<file path="src/rtl/ysyx_25030093_pkg.sv">
// Types shared by fetch, the fetch/decode queue and decode.
package ysyx_25030093_pkg;

  localparam int unsigned XLEN = 32;

  typedef struct packed {
    logic [XLEN-1:0] pc;
    logic [XLEN-1:0] inst;
  } fetch_pkt_t;

endpackage

</file>
<file path="src/rtl/ysyx_25030093_ifu_idu_queue_if.sv">
// Valid/ready channel carrying one fetch packet; master drives valid and pkt.
interface ysyx_25030093_ifu_idu_queue_if;
  import ysyx_25030093_pkg::*;

  logic       valid;
  logic       ready;
  fetch_pkt_t pkt;

  modport master (output valid, output pkt, input ready);
  modport slave  (input valid, input pkt, output ready);

endinterface

</file>
<file path="src/rtl/ysyx_25030093_queue_ram.sv">
// Queue storage: DEPTH packet registers, one write port, one asynchronous read port.
module ysyx_25030093_queue_ram
  import ysyx_25030093_pkg::*;
#(
  parameter int unsigned DEPTH = 4,
  localparam int unsigned AW   = $clog2(DEPTH)
) (
  input  logic          clk,
  input  logic          we,
  input  logic [AW-1:0] waddr,
  input  fetch_pkt_t    wdata,
  input  logic [AW-1:0] raddr,
  output fetch_pkt_t    rdata
);

  fetch_pkt_t mem [DEPTH];

  always_ff @(posedge clk) begin
    if (we) begin
      mem[waddr] <= wdata;
    end
  end

  assign rdata = mem[raddr];

endmodule

</file>
<file path="src/rtl/ysyx_25030093_ifu_idu_queue.sv">
// In-order fetch->decode packet queue with single-cycle flush on redirect.
module ysyx_25030093_ifu_idu_queue
  import ysyx_25030093_pkg::*;
#(
  parameter int unsigned DEPTH = 4
) (
  input  logic                          clk,
  input  logic                          rst_n,
  ysyx_25030093_ifu_idu_queue_if.slave  in_if,
  ysyx_25030093_ifu_idu_queue_if.master out_if,
  input  logic                          flush,
  output logic [$clog2(DEPTH+1)-1:0]    count
);

  localparam int unsigned AW = $clog2(DEPTH);
  localparam int unsigned CW = $clog2(DEPTH+1);
  localparam logic [CW-1:0] FULL = CW'(DEPTH);

  logic [AW-1:0] rd_ptr_q, rd_ptr_d;
  logic [AW-1:0] wr_ptr_q, wr_ptr_d;
  logic [CW-1:0] count_q,  count_d;

  logic       in_ready;
  logic       out_valid;
  logic       push;
  logic       pop;
  fetch_pkt_t head_pkt;

  // Handshake outputs depend only on registered occupancy, never on out_if.ready.
  assign in_ready  = (count_q != FULL);
  assign out_valid = (count_q != '0);
  assign push      = in_if.valid & in_ready;
  assign pop       = out_valid & out_if.ready;

  always_comb begin
    rd_ptr_d = rd_ptr_q;
    wr_ptr_d = wr_ptr_q;
    count_d  = count_q;
    if (flush) begin
      rd_ptr_d = '0;
      wr_ptr_d = '0;
      count_d  = '0;
    end else begin
      if (push) wr_ptr_d = wr_ptr_q + AW'(1);
      if (pop)  rd_ptr_d = rd_ptr_q + AW'(1);
      if (push && !pop)      count_d = count_q + CW'(1);
      else if (pop && !push) count_d = count_q - CW'(1);
    end
  end

  always_ff @(posedge clk or negedge rst_n) begin
    if (!rst_n) begin
      rd_ptr_q <= '0;
      wr_ptr_q <= '0;
      count_q  <= '0;
    end else begin
      rd_ptr_q <= rd_ptr_d;
      wr_ptr_q <= wr_ptr_d;
      count_q  <= count_d;
    end
  end

  // A flushed packet must not land in storage even though it is discarded by the pointers.
  ysyx_25030093_queue_ram #(
    .DEPTH (DEPTH)
  ) u_ram (
    .clk   (clk),
    .we    (push & ~flush),
    .waddr (wr_ptr_q),
    .wdata (in_if.pkt),
    .raddr (rd_ptr_q),
    .rdata (head_pkt)
  );

  assign in_if.ready  = in_ready;
  assign out_if.valid = out_valid;
  assign out_if.pkt   = out_valid ? head_pkt : '0;
  assign count        = count_q;

endmodule

</file>
<file path="src/flat_wrapper.sv">
// flat-port wrapper written by rule: the top's interface ports become plain ports
module ysyx_25030093_ifu_idu_queue_flat import ysyx_25030093_pkg::*;
#(
  parameter int unsigned DEPTH = 4
)
  (clk, rst_n, flush, count, in_if_valid, in_if_pkt, in_if_ready, out_if_valid, out_if_pkt, out_if_ready);
  ysyx_25030093_ifu_idu_queue_if in_if_i ();
  ysyx_25030093_ifu_idu_queue_if out_if_i ();
  input  logic clk;
  input  logic rst_n;
  input  logic flush;
  output logic [$clog2(DEPTH+1)-1:0] count;
  input wire logic [$bits(in_if_i.valid)-1:0] in_if_valid;
  input wire logic [$bits(in_if_i.pkt)-1:0] in_if_pkt;
  output wire logic [$bits(in_if_i.ready)-1:0] in_if_ready;
  output wire logic [$bits(out_if_i.valid)-1:0] out_if_valid;
  output wire logic [$bits(out_if_i.pkt)-1:0] out_if_pkt;
  input wire logic [$bits(out_if_i.ready)-1:0] out_if_ready;
  assign in_if_i.valid = in_if_valid;
  assign in_if_i.pkt = in_if_pkt;
  assign in_if_ready = in_if_i.ready;
  assign out_if_valid = out_if_i.valid;
  assign out_if_pkt = out_if_i.pkt;
  assign out_if_i.ready = out_if_ready;
  ysyx_25030093_ifu_idu_queue #(.DEPTH(DEPTH)) u_core (.clk(clk), .rst_n(rst_n), .in_if(in_if_i), .out_if(out_if_i), .flush(flush), .count(count));
endmodule
</file>
<file path="config.mk">
export PLATFORM = sky130hd
export DESIGN_NAME = ysyx_25030093_ifu_idu_queue_flat
export DESIGN_NICKNAME = d
export VERILOG_FILES = /design/src/rtl/ysyx_25030093_pkg.sv /design/src/rtl/ysyx_25030093_ifu_idu_queue_if.sv /design/src/rtl/ysyx_25030093_queue_ram.sv /design/src/rtl/ysyx_25030093_ifu_idu_queue.sv /design/src/flat_wrapper.sv
export SDC_FILE = /design/constraint.sdc
export NUM_CORES = 1
export LEC_CHECK = 0
export ABC_CLOCK_PERIOD_IN_PS = 7540
export BUFFER_PORTS_ARGS = -buffer_cell sky130_fd_sc_hd__buf_2
export CAP_MARGIN = 20
export CORE_AREA = 2 2 199 201
export CTS_BUF_LIST = sky130_fd_sc_hd__clkbuf_16
export CTS_CLUSTER_DIAMETER = 80
export DETAILED_ROUTE_END_ITERATION = 10
export DIE_AREA = 0 0 201 203
export PLACE_DENSITY_LB_ADDON = 0.05
export SLEW_MARGIN = 0
export SYNTH_ARGS = -nofsm -noshare
export SYNTH_HDL_FRONTEND = slang
export SYNTH_HIERARCHICAL = 1
export SYNTH_SLANG_ARGS = --single-unit
</file>
<file path="constraint.sdc">
create_clock -name clk -period 7.54 [get_ports clk]
set_input_delay 0.377 -clock clk [delete_from_list [all_inputs] [get_ports clk]]
set_output_delay 0.377 -clock clk [all_outputs]
set_load 0.02 [all_outputs]
</file>
==> impl_metrics.tcl <==
set metrics [dict create \
    status "completed" \
    drt_iter0_drc 220 \
    track_usage_pct 11.7 \
    path_class "flop to output port" \
    tns_ns 0 \
    grt_pass1_vias 5619 \
    worst_pin_slew_ns 0.883 \
    core_area_um2 38500 \
    dieArea_um2 40800 \
    vdd_drop_max_mv 0.175 \
    cts_buffers 31 \
    final-setup-viol-count 0 \
    clock_skew_ns 0.0120 \
    powerDensity_nw_per_um2 322 \
    slowest_delay_ns 0.84 \
    route.detailed.drc 0 \
    syn_inst 465 \
    async_reset_ff_share_pct 2.66 \
    antenna_cells 0 \
    path_clk_slew_ns 0.06 \
    grt_pass1_wl_um 35700 \
    layout_common_cells "edfxtp_1 (256), buf_2 (137), and2_1 (64), mux4_2 (60), clkbuf_16 (31)" \
    holdWs_ns 0.0415 \
    viasPerCell 4.25 \
    layout_commonest_cell "edfxtp_1" \
    ys_ff_latch 263 \
    crit_required_ns 7.16 \
    port-buffer-count 137 \
    synth_warnings 6 \
    synth_top_area_share_pct 74.4 \
    worst_setup_path_end_kind "output port" \
    num_rows 72 \
    reg2reg_slack_ns 4.74 \
    fin_crit_sh_pct 47.0 \
    report.final.slew_viol_count 0 \
    cp_data_arrival_time_ns 3.17 \
    crit_path_start_kind "flop" \
    routed_wl_um 23700 \
    max_freq_mhz 282 \
    syn_nets 535 \
    dr.pass1.iters 6 \
    io_pins 138 \
    synth-edff-count 256 \
    drive_above_1_share_pct 38.6 \
    hold_viol 0 \
    leakage_uw 0.00426 \
    synth_area_per_cell_um2 22.2 \
    htreeDepth 1 \
    cts_sinks 263 \
    slowest_stage "dfrtp_4" \
    n_fill_cell 3719 \
    synth_area_leaders "edfxtp_1 (74%), mux4_2 (13%), and2_1 (3.9%), dfrtp_1 (1.7%), buf_12 (1.2%)" \
    cts_root_buf "clkbuf_16" \
    netlist_area_um2 10300 \
    yosys.cell_types.count 38 \
    nNetsFinal 702 \
    vias 4987 \
    synth_top_cell_by_area "edfxtp_1" \
    synth-seq-area-share_pct 76.1 \
    grt.overflow.total 0 \
    antenna_found_initial 1 \
    fin_crit_ns 3.54 \
    clk_path_buf_depth 3 \
    synth_ff_type "edfxtp_1" \
    hp-class "input port to flop" \
    routabilityCongestion 0.637 \
    max_slew_margin_pct 41.1 \
    worstSkewPairLatency_ns 0.55 \
    crit_chain "buf_4 -> mux4_1 -> and2_1 -> buf_2" \
    grt_max_degree 66 \
    dp_hpwl_um 13300 \
    fp.dieH_um 203 \
    start_util_pct 26.9 \
    antenna_left 0 \
    syn_to_final_growth_pct 21.4 \
    wl_per_cell_um 20.2 \
    crit_fanout 39 \
    drv_cap 0 \
    rsz0062_at_grt "false" \
    cts_tree "yes" \
    dieWidth_um 201 \
    cts_setup_buffers 0 \
]
## repair_timing
item,in CTS,in global routing
gates resized for setup,0,0
hold buffers,17,0
hold endpoints to repair,69,0
## kinds of logic (layout without fill, tap and decap cells)
family	count (synthesis)	after routing	share of synthesized area, %
DFF	263	263	76.1
adders and majority gates	1	1	0.194
buffers and inverters	32	223	2.85
muxes	67	67	14.4
xor gates and xnor gates	3	3	0.254
AOI/OAI and AO/OA	12	12	0.908
and+or+nand+nor	87	87	5.28
## routing by layer
metal  up-vias  GRT usage [%]  share of wire, %
met5         -              0             0.055
li1       2230              -                 -
met2       110           20.2                49
met1      2608           14.9                44
met4         2           3.33               2.0
met3        37           2.57               4.9
## synth_stat cells (2+ instances only)
master	instances
inv_1	5
xor2_1	3
nand3_1	3
mux4_1	4
buf_6	8
dfrtp_1	7
o2111ai_1	2
nor2_1	6
and3_1	2
mux4_2	60
buf_2	9
nand3b_1	2
edfxtp_1	256
mux2_2	2
nor3b_1	2
and2_1	64
and3b_1	2
o31ai_1	2
o21ai_0	2
buf_12	6
## registers in the layout, summed over array words and instances (netlist names)
signal and cells:
u_core/rd_ptr_q 2, u_core/u_ram/mem 256, u_core/wr_ptr_q 2, u_core/count 3
## stage by stage
step / std cells / instance area (um^2) / total power [uW] / setup slack (ns) / utilization, %
after floorplan: 465 / 10300 / 2510 / 1.27 / -
after global placement: 1100 / 11500 / 2790 / 4.37 / 29.8
after detailed placement: 1100 / 11500 / 2800 / 4.38 / 29.8
after CTS: 1174 / 12500 / 4150 / 3.76 / 32.6
after global routing: 1174 / 12500 / 4260 / 3.69 / 32.6
final: 1174 / 12500 / 4040 / 4.00 / 32.6
## cell type report
type	count	area [um^2]	area share, %
clock buffers	31	776	6.18
clock inverters	26	134	1.07
well taps	518	648	5.17
multi-input cells	170	2190	17.5
inverters	5	18.8	0.150
repair buffers	161	908	7.24
flip-flops and latches	263	7870	62.7
## final timing paths
| path | from | endpoint | cells after the start |
|---|---|---|---|
| max | u_core/rd_ptr_q[0]$_DFFE_PN0P_ | out_if_pkt[0] | 4 |
| min | in_if_pkt[39] | u_core/u_ram/mem[3][39]$_DFFE_PP_ | 1 |
| max reg2reg | u_core/count[0]$_DFFE_PN0P_ | u_core/u_ram/mem[2][1]$_DFFE_PP_ | 4 |
| min reg2reg | u_core/wr_ptr_q[0]$_DFFE_PN0P_ | u_core/wr_ptr_q[0]$_DFFE_PN0P_ | 2 |
| max in group asynchronous | rst_n | u_core/rd_ptr_q[0]$_DFFE_PN0P_ | 2 |
| min in group asynchronous | rst_n | u_core/count[1]$_DFFE_PN0P_ | 2 |
## where the power goes
part | internal (uW) | switching, uW | total, uW
clock network | 769 | 544 | 1310
logic | 409 | 575 | 984
registers | 1680 | 65.6 | 1740
total | 2850 | 1180 | 4040
## critical path, delay by kind of cell, from the launching register on
| kind | cells | cell delay (ns) |
|---|---|---|
| muxes | 1 | 0.65 |
| DFF | 1 | 0.84 |
| buffers and inverters | 2 | 0.95 |
| and+or+nand+nor | 1 | 0.15 |
No activity file was read; power rests on OpenSTA's default activity.
